<file path="src/rtl/decode_src_arbiter.sv">
// rtl/decode_src_arbiter.sv - FE/MS decoder source arbiter with sequence lock, burst limit and output register
module decode_src_arbiter #(
  parameter int unsigned DataWidth  = 64,
  parameter int unsigned MaxMsBurst = 4
) (
  input  logic                 clk_i,
  input  logic                 rst_ni,
  input  logic                 flush_i,
  input  logic [DataWidth-1:0] fe_data_i,
  input  logic                 fe_valid_i,
  output logic                 fe_ready_o,
  input  logic [DataWidth-1:0] ms_data_i,
  input  logic                 ms_valid_i,
  input  logic                 ms_last_i,
  output logic                 ms_ready_o,
  output logic [DataWidth-1:0] dec_data_o,
  output logic                 dec_src_o,
  output logic                 dec_valid_o,
  input  logic                 dec_ready_i,
  output logic                 busy_o
);

  localparam logic [3:0] MaxBurst = 4'(MaxMsBurst);

  typedef enum logic {
    IDLE,
    MS_SEQ
  } state_e;

  state_e     state_q, state_d;
  logic [3:0] burst_cnt, burst_cnt_d;
  logic       can_accept, burst_ok;
  logic       ms_hs, fe_hs;

  assign can_accept = !dec_valid_o || dec_ready_i;
  assign burst_ok   = burst_cnt < MaxBurst;

  always_comb begin
    fe_ready_o  = 1'b0;
    ms_ready_o  = 1'b0;
    state_d     = state_q;
    burst_cnt_d = burst_cnt;

    // Readies are held low while in reset so nothing is accepted before the first edge.
    if (rst_ni && !flush_i && can_accept) begin
      unique case (state_q)
        IDLE: begin
          ms_ready_o = !fe_valid_i || burst_ok;
          fe_ready_o = !ms_valid_i || !burst_ok;
        end
        MS_SEQ: ms_ready_o = 1'b1;
        default: ;
      endcase
    end

    ms_hs = ms_valid_i && ms_ready_o;
    fe_hs = fe_valid_i && fe_ready_o;

    if (flush_i) begin
      state_d = IDLE;
    end else if (ms_hs) begin
      state_d = ms_last_i ? IDLE : MS_SEQ;
    end

    if (flush_i || fe_hs) begin
      burst_cnt_d = '0;
    end else if (ms_hs && ms_last_i && fe_valid_i) begin
      if (burst_ok) burst_cnt_d = burst_cnt + 4'd1;
    end else if (state_q == IDLE && !fe_valid_i) begin
      burst_cnt_d = '0;
    end
  end

  always_ff @(posedge clk_i or negedge rst_ni) begin
    if (!rst_ni) begin
      state_q   <= IDLE;
      burst_cnt <= '0;
    end else begin
      state_q   <= state_d;
      burst_cnt <= burst_cnt_d;
    end
  end

  always_ff @(posedge clk_i or negedge rst_ni) begin
    if (!rst_ni) begin
      dec_valid_o <= 1'b0;
      dec_data_o  <= '0;
      dec_src_o   <= 1'b0;
    end else if (flush_i) begin
      dec_valid_o <= 1'b0;
    end else if (ms_hs) begin
      dec_valid_o <= 1'b1;
      dec_data_o  <= ms_data_i;
      dec_src_o   <= 1'b1;
    end else if (fe_hs) begin
      dec_valid_o <= 1'b1;
      dec_data_o  <= fe_data_i;
      dec_src_o   <= 1'b0;
    end else if (dec_ready_i) begin
      dec_valid_o <= 1'b0;
    end
  end

  assign busy_o = (state_q == MS_SEQ) || dec_valid_o;

endmodule

</file>
<file path="config.mk">
export PLATFORM = sky130hd
export DESIGN_NAME = decode_src_arbiter
export DESIGN_NICKNAME = d
export VERILOG_FILES = /design/src/rtl/decode_src_arbiter.sv
export SDC_FILE = /design/constraint.sdc
export NUM_CORES = 1
export LEC_CHECK = 0
export ABC_CLOCK_PERIOD_IN_PS = 2100
export CAP_MARGIN = 20
export CORE_ASPECT_RATIO = 0.7
export CORE_MARGIN = 2
export CORE_UTILIZATION = 38
export CTS_BUF_LIST = sky130_fd_sc_hd__clkbuf_4
export DETAILED_ROUTE_END_ITERATION = 12
export PLACE_DENSITY = 0.86
export SKIP_CTS_REPAIR_TIMING = 1
export SYNTH_ARGS = -nofsm -noshare
export SYNTH_HDL_FRONTEND = slang
export SYNTH_SLANG_ARGS = --single-unit
</file>
<file path="constraint.sdc">
create_clock -name clk_i -period 2.1 [get_ports clk_i]
set_input_delay 0.42 -clock clk_i [delete_from_list [all_inputs] [get_ports clk_i]]
set_output_delay 0.42 -clock clk_i [all_outputs]
set_load 0.02 [all_outputs]
</file>
==> results of run 1 <==
worst paths after layout:
| kind | slack (ns) | endpoint | cells after the start | from |
|---|---|---|---|---|
| min | 0.17 | dec_data_o[14]$_DFFE_PN0P_ | 2 | rst_ni |
| min reg2reg | 0.56 | burst_cnt[1]$_DFFE_PN0P_ | 2 | burst_cnt[1]$_DFFE_PN0P_ |
| max reg2reg | 0.24 | dec_data_o[49]$_DFFE_PN0P_ | 6 | state_q$_DFFE_PN0P_ |
| max in group asynchronous | 1.32 | dec_src_o$_DFFE_PN0P_ | 3 | rst_ni |
| min in group clk_i | 0.53 | dec_src_o$_DFFE_PN0P_ | 5 | rst_ni |
| max | 0.12 | ms_ready_o | 3 | burst_cnt[2]$_DFFE_PN0P_ |
registers in the layout, indices dropped and copies added (netlist names):
register / flops
dec_data_o: 64
state_q: 1
dec_src_o: 1
dec_valid_o: 1
burst_cnt: 4
layout make-up:
cell class,count,share of cell area
Sequential cell,71,0.305
Clock buffer,9,0.0116
Tap cell,120,0.0257
Timing Repair Buffer,227,0.397
Clock inverter,7,0.0206
Multi-Input combinational cell,291,0.238
Inverter,3,0.00193
placed cells by master, fill, tap and decap left out, types with 2 or more instances in the layout:
cell type,instances
sky130_fd_sc_hd__a21oi_1,2
sky130_fd_sc_hd__clkinv_4,2
sky130_fd_sc_hd__nor2_1,66
sky130_fd_sc_hd__nand2b_1,3
sky130_fd_sc_hd__nor2b_1,2
sky130_fd_sc_hd__dfrtp_1,71
sky130_fd_sc_hd__inv_1,3
sky130_fd_sc_hd__a211oi_1,2
sky130_fd_sc_hd__buf_12,9
sky130_fd_sc_hd__o41ai_1,3
sky130_fd_sc_hd__a31oi_1,64
sky130_fd_sc_hd__clkbuf_2,2
sky130_fd_sc_hd__clkbuf_4,9
sky130_fd_sc_hd__nand2_1,134
sky130_fd_sc_hd__clkdlybuf4s50_1,199
sky130_fd_sc_hd__buf_4,15
sky130_fd_sc_hd__bufinv_16,3
per-layer routing:
metal | wire length [µm] | vias to the layer above | part of all wire | global-route usage
met3 | 987 | 16 | 0.092 | 0.0737
met2 | 5200 | 160 | 0.48 | 0.399
li1 | - | 1747 | - | -
met1 | 4420 | 1702 | 0.41 | 0.274
met5 | 13 | - | 0.0012 | 0
met4 | 132 | 2 | 0.012 | 0.0631
report_power, final:
group	switching (mW)	internal (mW)	total [mW]
Clock	0.510	0.607	1.12
Combinational	0.774	0.866	1.64
Sequential	0.145	1.62	1.76
critical path: stages (launching register included):
cell and delay, ns:
sky130_fd_sc_hd__dfrtp_1 0.42, sky130_fd_sc_hd__or2_1 0.31, sky130_fd_sc_hd__a211oi_1 0.23, sky130_fd_sc_hd__clkbuf_2 0.21
metrics by stage:
step                      cells  hold WS [ns]  setup slack, ns  power [mW]   util
after floorplan             394         0.124            0.306        2.47      -
final                       728         0.170            0.117        4.52  0.688
after detailed placement    711         0.234           -0.353        3.44  0.665
after CTS                   727        -0.234           -0.371        4.57  0.687
after global placement      711         0.236           -0.309        3.39  0.665
after global routing        728         0.239           0.0298        4.77  0.688
kinds of logic after synthesis:
| logic type | count (synthesis) |
|---|---|
| DFF | 71 |
| adders and majority gates | 1 |
| and+or+nand+nor | 214 |
| buffers and inverters | 32 |
| AOI/OAI and AO/OA | 76 |
==> Flow_metrics.wiki, run 1 <==
{| class="wikitable"
! Metric !! Value
|-
| Cell with the most instances after synthesis || sky130_fd_sc_hd__nand2_1
|-
| Area of the mapped netlist || ~3300 µm²
|-
| TNS Setup || 0 ns
|-
| Req. time, crit path || between 1.5 and 2 ns
|-
| CTS tree || built
|-
| Area of all sequential standard cells || ~1800 µm²
|-
| Number of flops mapped to enable cells by yosys || 0
|-
| Initial Util || 0.393
|-
| Peak VDD IR || about 0.00043 V
|-
| Routed wire length || 10700 µm
|-
| Adder-cell area share of the yosys netlist || 0.00376
|-
| Multiplexer area fraction after synthesis || 0
|-
| N_diodes || 0
|-
| Most used flip-flop cell after synthesis || sky130_fd_sc_hd__dfrtp_1
|-
| Cell taking the most area after synthesis || sky130_fd_sc_hd__dfrtp_1
|-
| Unrepaired setup endpoints after global routing || false
|-
| Port Buf Inserts || 203
|-
| Wire length of the first global-routing pass || approximately 17000 µm
|-
| Number of nets with antenna violations after routing || 0
|-
| Area fraction in compound gates after synthesis || 0.155
|-
| Overall Global Routing Usage || 0.228
|-
| Total power divided by cell area || 775 nW/µm²
|-
| Antenna violations before repair || 1
|-
| Synthesized-area fraction occupied by and/or/nand/nor cells || 0.255
|-
| Sinks on the clock net || 71
|-
| DIE WIDTH || 116 µm
|-
| Iter 0 DRT Violations || 209
|-
| Fraction of layout cells with a size suffix above 1 || 0.0789
|-
| Die outline area || between 9000 and 10000 µm²
|-
| Max Transition Viols Final || 0
|-
| Layout Area Growth over Synthesis || 75.3%
|-
| Tightest Pin Transition || approximately 0.8 ns
|-
| Number of buffers created by CTS || 9
|-
| Leakage || around 2.4 nW
|-
| Post-synthesis xor/xnor area fraction || 0
|-
| Critical path class || flop to primary output
|-
| Number of failing hold endpoints at the final stage || 0
|-
| Via density || 4.98
|-
| Synthesized netlist cell count || between 300 and 400
|-
| Residual DRC count || 0
|-
| Clock root buffer master || sky130_fd_sc_hd__clkbuf_4
|-
| Register clock-pin slew on the reported worst setup and hold paths || 0.13 ns
|-
| Total half-perimeter wirelength after legalization and detailed placement || between 8000 and 9000 µm
|-
| Number of global-route vias before repair || between 3000 and 4000
|-
| Row cnt || 28
|-
| Largest net degree at the start of global routing || 60
|-
| Number of warnings issued by yosys || 0
|-
| Number of maximum-capacitance violations || 0
|-
| RePlAce Congestion || ~0.8
|-
| Multi-input gate area in the final layout || between 1000 and 1500 µm²
|-
| Critical path capture point type || primary output
|-
| Element type at the critical path start || flop
|-
| Vias after detailed routing || approximately 3600
|-
| Synth cell types || 29
|-
| Total number of nets in the final design || about 740
|-
| Longest Clk Path Bufs || 2
|-
| Worst Skew || roughly 0.020 ns
|-
| GRT overflow || 0
|-
| Main combinational cell family by area after synthesis || simple AND/OR/NAND/NOR gates
|-
| Proportion of register bits with asynchronous set or reset after synthesis || 1.00
|-
| Area of the core || roughly 8500 µm²
|-
| Later-pin clock latency in the skew report || 0.40 ns
|-
| # IOs || approximately 200
|-
| H-tree depth reported by CTS || 3
|-
| Area post-placement || about 5600 µm²
|-
| CP arrival || between 1.5 and 2 ns
|-
| List of most frequent post-synthesis cells || sky130_fd_sc_hd__nand2_1, sky130_fd_sc_hd__dfrtp_1, sky130_fd_sc_hd__nor2_1
|-
| Result of the run || finished, final reports clean
|-
| Portion of synthesized cell area occupied by the leading cell type || 0.534
|-
| Maximum clock frequency || 504 MHz
|-
| Number of detailed-route iterations in the first pass || 4
|-
| Avg WL per Cell || between 10 and 15 µm
|-
| Hold crit path type || input port to asynchronous set/reset pin
|-
| Fill cell total of the finished layout || 670
|-
| Portion of the clock cycle consumed by the worst path in the final layout || 0.944
|-
| Critical path peak fanout || 4
|-
| Synth Area per Inst || around 8.4 µm²
|-
| Height of the die || just over 80 µm
|-
| Total non-filler cell area in the finished layout || slightly below 6000 µm²
|-
| Register bit total from synthesis || between 70 and 80
|-
| Proportion of synthesized chip area in sequential cells || 0.534
|-
| Min Clock Period, post-route || roughly 2 ns
|-
| Syn Nets || between 500 and 600
|-
| Rel. slew slack || 0.482
|-
| Biggest area contributors in the synthesized netlist || sky130_fd_sc_hd__dfrtp_1, sky130_fd_sc_hd__nand2_1, sky130_fd_sc_hd__a31oi_1
|-
| Finish-stage setup viols || 0
|}
No activity file was read; power rests on OpenSTA's default activity.
==> run 2: changes to the inputs <==
Settings changed: CORE_ASPECT_RATIO 0.7 to 1.1, PLACE_DENSITY 0.86 to 0.82.
==> run 2 against run 1 <==
Effect of this change:
- hold slack improved by 0.077 ns
- largest power group unchanged
- cell count fell by 0.96%
- global-route usage fell by 0.51 points
- clock power fell by 11%
- clock skew barely moved
- count of clock-buffer cells in the layout did not move
- fmax fell by 1.9%
- register-to-register slack barely moved
==> Flow_metrics.wiki, run 2 (same netlist as run 1, synthesis figures left out) <==
{| class="wikitable"
! Metric !! Value
|-
| Startpoint of the most critical register-to-register path || burst_cnt[2]$_DFFE_PN0P_
|-
| Sinks on the clock net || 71
|-
| Most used cells in the layout excluding fill and tap cells || sky130_fd_sc_hd__clkdlybuf4s50_1, sky130_fd_sc_hd__nand2_1, sky130_fd_sc_hd__dfrtp_1
|-
| Antenna violations before repair || 0
|-
| Vias after detailed routing || approximately 3600
|-
| CTS tree || built
|-
| Max stage delay on crit path || 0.42 ns
|-
| H-tree depth reported by CTS || 3
|-
| # IOs || between 200 and 250
|-
| Largest register by flop count || dec_data_o
|-
| Number of failing hold endpoints at the final stage || 0
|-
| Max reg flops || 64
|-
| Peak VDD IR || between 0.0003 and 0.0004 V
|-
| DIE WIDTH || 93.2 µm
|-
| Fraction of layout cells with a size suffix above 1 || 0.0803
|-
| Hold crit path type || input port to asynchronous set/reset pin
|-
| Unrepaired setup endpoints after global routing || true
|-
| Initial Util || 0.394
|-
| GRT overflow || 0
|-
| RePlAce Congestion || 0.812
|-
| Biggest registers after layout || dec_data_o: 64 flops, burst_cnt: 4 flops
|-
| Number of detailed-route iterations in the first pass || 4
|-
| Result of the run || finished, final reports clean
|-
| Row cnt || 35
|-
| Tightest Pin Transition || between 0.8 and 0.9 ns
|-
| Longest Clk Path Bufs || 2
|-
| Critical path capture point type || primary output
|-
| Portion of the clock cycle consumed by the worst path in the final layout || 0.962
|-
| Clock root buffer master || sky130_fd_sc_hd__clkbuf_4
|-
| Area of all sequential standard cells || 1780 µm²
|-
| Via density || about 5.0
|-
| Iter 0 DRT Violations || between 100 and 150
|-
| Number of maximum-capacitance violations || 0
|-
| Number of global-route vias before repair || 3564
|-
| Maximum clock frequency || about 490 MHz
|-
| Port Buf Inserts || ~200
|-
| Avg WL per Cell || 14.9 µm
|-
| Rel. slew slack || 0.412
|-
| Leakage || between 2 and 2.5 nW
|-
| Die outline area || 9520 µm²
|-
| Fill cell total of the finished layout || between 600 and 700
|-
| Area of the core || approximately 8500 µm²
|-
| Largest net degree at the start of global routing || slightly above 80
|-
| Later-pin clock latency in the skew report || 0.42 ns
|-
| Req. time, crit path || roughly 1.7 ns
|-
| Layout Area Growth over Synthesis || 73.2%
|-
| Overall Global Routing Usage || 0.223
|-
| Total half-perimeter wirelength after legalization and detailed placement || ~8000 µm
|-
| Final worst hold slack || approximately 0.25 ns
|-
| Residual DRC count || 0
|-
| Height of the die || 102 µm
|-
| Critical-path cell list || or2_1 > nor2_1 > nor4_1 > dlymetal6s2s_1
|-
| N_diodes || 0
|-
| Wire length of the first global-routing pass || approximately 17000 µm
|-
| Timing startpoint of the critical path || burst_cnt[2]$_DFFE_PN0P_
|-
| Register clock-pin slew on the reported worst setup and hold paths || around 0.13 ns
|-
| Total number of nets in the final design || between 700 and 800
|-
| Most frequent standard cell in the layout excluding fill and tap cells || sky130_fd_sc_hd__clkdlybuf4s50_1
|-
| Critical path class || flop to primary output
|-
| Buffers plus inverters on the worst setup path || 1
|-
| Critical path peak fanout || 4
|-
| Top Family by Delay on Critical Path || simple AND/OR/NAND/NOR gates
|-
| TNS Setup || 0 ns
|-
| CP arrival || around 1.6 ns
|-
| Number of nets with antenna violations after routing || 0
|-
| Total power divided by cell area || between 700 and 800 nW/µm²
|-
| Finish-stage setup viols || 0
|-
| Min Clock Period, post-route || about 2 ns
|-
| Max Transition Viols Final || 0
|-
| Routed wire length || roughly 11000 µm
|-
| Number of buffers created by CTS || 9
|-
| Total Power || between 4 and 5 mW
|-
| Element type at the critical path start || flop
|-
| Worst Skew || between 0.02 and 0.025 ns
|-
| Slowest CP cell || sky130_fd_sc_hd__dfrtp_1
|-
| Multi-input gate area in the final layout || between 1000 and 1500 µm²
|}
-- run 2: cell count changes in the layout (fill, tap and decap cells not counted), sizes merged --
cell          delta
dlymetal6s2s     +1
buf              +3
clkinv           +1
bufinv           -1
clkbuf           -2
-- run 2: path summary, 6_finish.rpt --
check / endpoint / slack, ns / cells after the start
max reg2reg: state_q$_DFFE_PN0P_ / 0.25 / 5
max in group asynchronous: dec_data_o[54]$_DFFE_PN0P_ / 1.25 / 2
min reg2reg: dec_src_o$_DFFE_PN0P_ / 0.54 / 2
min in group clk_i: dec_data_o[34]$_DFFE_PN0P_ / 0.53 / 3
min: burst_cnt[2]$_DFFE_PN0P_ / 0.25 / 2
max: fe_ready_o / 0.08 / 4
-- run 2: area by class of cell --
class	count	share of cell area
timing repair buffer	229	0.397
sequential	71	0.308
multi-input combinational	291	0.240
tap	111	0.0241
clock inverter	7	0.0167
clock buffer	9	0.0117
inverter	3	0.00195
-- run 2: per-stage QoR --
| step | cell area, µm² | setup slack [ns] | utilization | std cells |
|---|---|---|---|---|
| final | 5760 | 0.0793 | 0.682 | 721 |
| after global routing | 5760 | -0.0275 | 0.682 | 721 |
| after CTS | 5750 | -0.391 | 0.681 | 720 |
| after detailed placement | 5590 | -0.314 | 0.661 | 704 |
| after global placement | 5590 | -0.306 | 0.661 | 704 |
| after floorplan | 3330 | 0.306 | - | 394 |
-- run 2: layer usage --
metal,vias to the layer above,part of all wire,track usage
li1,1745,-,-
met1,1679,0.39,0.265
met2,175,0.50,0.388
met3,27,0.087,0.0494
met4,0,0.029,0.0984
met5,-,0,0
-- run 2: power breakdown --
group | internal, mW | switching [mW]
combinational | 0.857 | 0.770
clock | 0.487 | 0.510
sequential | 1.62 | 0.136
total | 2.96 | 1.42
==> run 3: changes to the inputs <==
Settings changed: ABC_CLOCK_PERIOD_IN_PS 2100 to 1700, CELL_PAD_IN_SITES_DETAIL_PLACEMENT set to 0, CELL_PAD_IN_SITES_GLOBAL_PLACEMENT set to 1, CORE_UTILIZATION 38 to 24, PLACE_DENSITY 0.82 to not set, PLACE_DENSITY_LB_ADDON set to 0.1.
Clock period 2.1 ns to 1.7 ns, I/O delays scaled along.
==> run 3 against run 2 <==
Effect of this change:
- core utilization fell by 20 points
- first-iteration DRC count rose by 58%
- setup slack got worse by 0.25 ns
- hold slack got worse by 0.21 ns
- clock power rose by 4%
- the run now ends with negative setup slack left
==> Flow_metrics.wiki, run 3 (same netlist as run 1, synthesis figures left out) <==
{| class="wikitable"
! Metric !! Value
|-
| Number of global-route vias before repair || between 3000 and 4000
|-
| Clock root buffer master || sky130_fd_sc_hd__clkbuf_4
|-
| Final non-filler cell total || 813
|-
| Initial Util || 0.243
|-
| Tightest Pin Transition || between 0.5 and 0.6 ns
|-
| Height of the die || 128 µm
|-
| Sinks on the clock net || between 70 and 80
|-
| Number of failing hold endpoints at the final stage || 0
|-
| Max Transition Viols Final || 0
|-
| Element type at the critical path start || flop
|-
| Number of maximum-capacitance violations || 0
|-
| Req. time, crit path || just over 2 ns
|-
| N_diodes || 0
|-
| Portion of the clock cycle consumed by the worst path in the final layout || 1.10
|-
| Layout Area Growth over Synthesis || 96.4%
|-
| Wire length of the first global-routing pass || approximately 18000 µm
|-
| Vias after detailed routing || around 3700
|-
| Total number of nets in the final design || around 760
|-
| Biggest registers after layout || dec_data_o: 64 flops, burst_cnt: 4 flops
|-
| Critical path peak fanout || 10
|-
| TNS Setup || -7.31 ns
|-
| Worst Skew || 0.0180 ns
|-
| Worst path setup slack after routing || -0.174 ns
|-
| Most used cells in the layout excluding fill and tap cells || sky130_fd_sc_hd__clkdlybuf4s50_1, sky130_fd_sc_hd__nand2_1, sky130_fd_sc_hd__dfrtp_1
|-
| Antenna violations before repair || 0
|-
| Residual DRC count || 0
|-
| Total Power || 5.28 mW
|-
| Number of buffers created by CTS || 9
|-
| Number of nets with antenna violations after routing || 0
|-
| Overall Global Routing Usage || 0.159
|-
| Unrepaired setup endpoints after global routing || true
|-
| Total half-perimeter wirelength after legalization and detailed placement || about 8600 µm
|-
| # IOs || 204
|-
| Min Clock Period, post-route || 1.87 ns
|-
| Leakage || approximately 3.2 nW
|-
| Most frequent standard cell in the layout excluding fill and tap cells || sky130_fd_sc_hd__clkdlybuf4s50_1
|-
| Rel. slew slack || 0.641
|-
| H-tree depth reported by CTS || 3
|-
| GRT overflow || 0
|-
| Iter 0 DRT Violations || 180
|-
| Max reg flops || 64
|-
| Peak VDD IR || between 0.0003 and 0.0004 V
|-
| Finish-stage setup viols || 67
|-
| Total power divided by cell area || between 800 and 900 nW/µm²
|-
| Maximum clock frequency || 534 MHz
|-
| Result of the run || complete, but fails checks
|-
| Row cnt || 45
|-
| Number of detailed-route iterations in the first pass || 4
|-
| Placed Cells || just under 800
|-
| Avg WL per Cell || 15.5 µm
|-
| Later-pin clock latency in the skew report || roughly 0.41 ns
|-
| Port Buf Inserts || about 200
|-
| RePlAce Congestion || between 0.7 and 0.8
|-
| DIE WIDTH || about 120 µm
|-
| Longest Clk Path Bufs || 2
|-
| Hold crit path type || input port to asynchronous set/reset pin
|-
| Fraction of layout cells with a size suffix above 1 || 0.184
|-
| Register clock-pin slew on the reported worst setup and hold paths || between 0.1 and 0.15 ns
|-
| Routed wire length || between 10000 and 15000 µm
|-
| Critical path class || flop to flop
|-
| CP arrival || about 2.2 ns
|-
| Critical path capture point type || flop
|-
| Via density || about 4.5
|-
| Largest net degree at the start of global routing || 40
|-
| Largest register by flop count || dec_data_o
|-
| Failing checks || negative setup slack
|-
| CTS tree || built
|-
| Die outline area || 14800 µm²
|-
| End-of-flow core utilization || 0.478
|-
| Area of the core || about 14000 µm²
|}
[run 3: cell count changes in the layout (fill, tap and decap cells not counted), sizes merged]
cell	before	now
clkinv	4	5
buf	27	40
inv	4	3
dlymetal6s2s	2	67
clkbuf	9	14
bufinv	2	1
dlygate4sd3	1	0
clkdlybuf4s50	199	133
[run 3: worst paths after layout]
kind | startpoint | end | slack, ns | cells past startpoint
max in group asynchronous | rst_ni | dec_data_o[20]$_DFFE_PN0P_ | 0.71 | 3
min reg2reg | dec_src_o$_DFFE_PN0P_ | dec_src_o$_DFFE_PN0P_ | 0.54 | 2
max reg2reg | burst_cnt[3]$_DFFE_PN0P_ | dec_data_o[53]$_DFFE_PN0P_ | -0.17 | 7
min in group clk_i | fe_data_i[4] | dec_data_o[4]$_DFFE_PN0P_ | 0.47 | 3
min | rst_ni | dec_data_o[31]$_DFFE_PN0P_ | 0.04 | 2
max | burst_cnt[3]$_DFFE_PN0P_ | dec_data_o[53]$_DFFE_PN0P_ | -0.17 | 7
[run 3: per-layer routing]
metal  wire length (µm)  GRT usage  up-vias
met4                250     0.0651        0
met3                821     0.0408       18
li1                   -          -     1782
met2               6050      0.266      131
met5                  0          0        -
met1               5470      0.193     1737
[run 3: layout make-up]
cell class / count / area (µm²)
clock inverter: 6 / 51.3
tap: 188 / 235
multi-input combinational: 291 / 1660
sequential: 71 / 1780
inverter: 3 / 11.3
fill: 1355 / 7150
timing repair buffer: 244 / 2720
clock buffer: 10 / 75.1
[run 3: worst max-delay path, stage by stage (launching register included)]
cell and delay, ns:
sky130_fd_sc_hd__dfrtp_1 0.42, sky130_fd_sc_hd__or2_4 0.26, sky130_fd_sc_hd__buf_6 0.13, sky130_fd_sc_hd__a2111oi_4 0.35, sky130_fd_sc_hd__buf_6 0.23, sky130_fd_sc_hd__clkbuf_16 0.18
sky130_fd_sc_hd__nand2_1 0.06, sky130_fd_sc_hd__a31oi_1 0.17
[run 3: power breakdown]
group / internal (mW) / switching (mW)
logic: 1.07 / 1.01
clock network: 0.447 / 0.595
registers: 2.00 / 0.154
[run 3: stage by stage]
stage	setup slack (ns)	area, µm²	hold slack (ns)
after global placement	-0.522	5810	0.522
after floorplan	0.0580	3330	0.0444
final	-0.174	6540	0.0409
after CTS	-0.654	5940	0.0287
after detailed placement	-0.515	5810	0.517
after global routing	-0.304	6540	0.0498
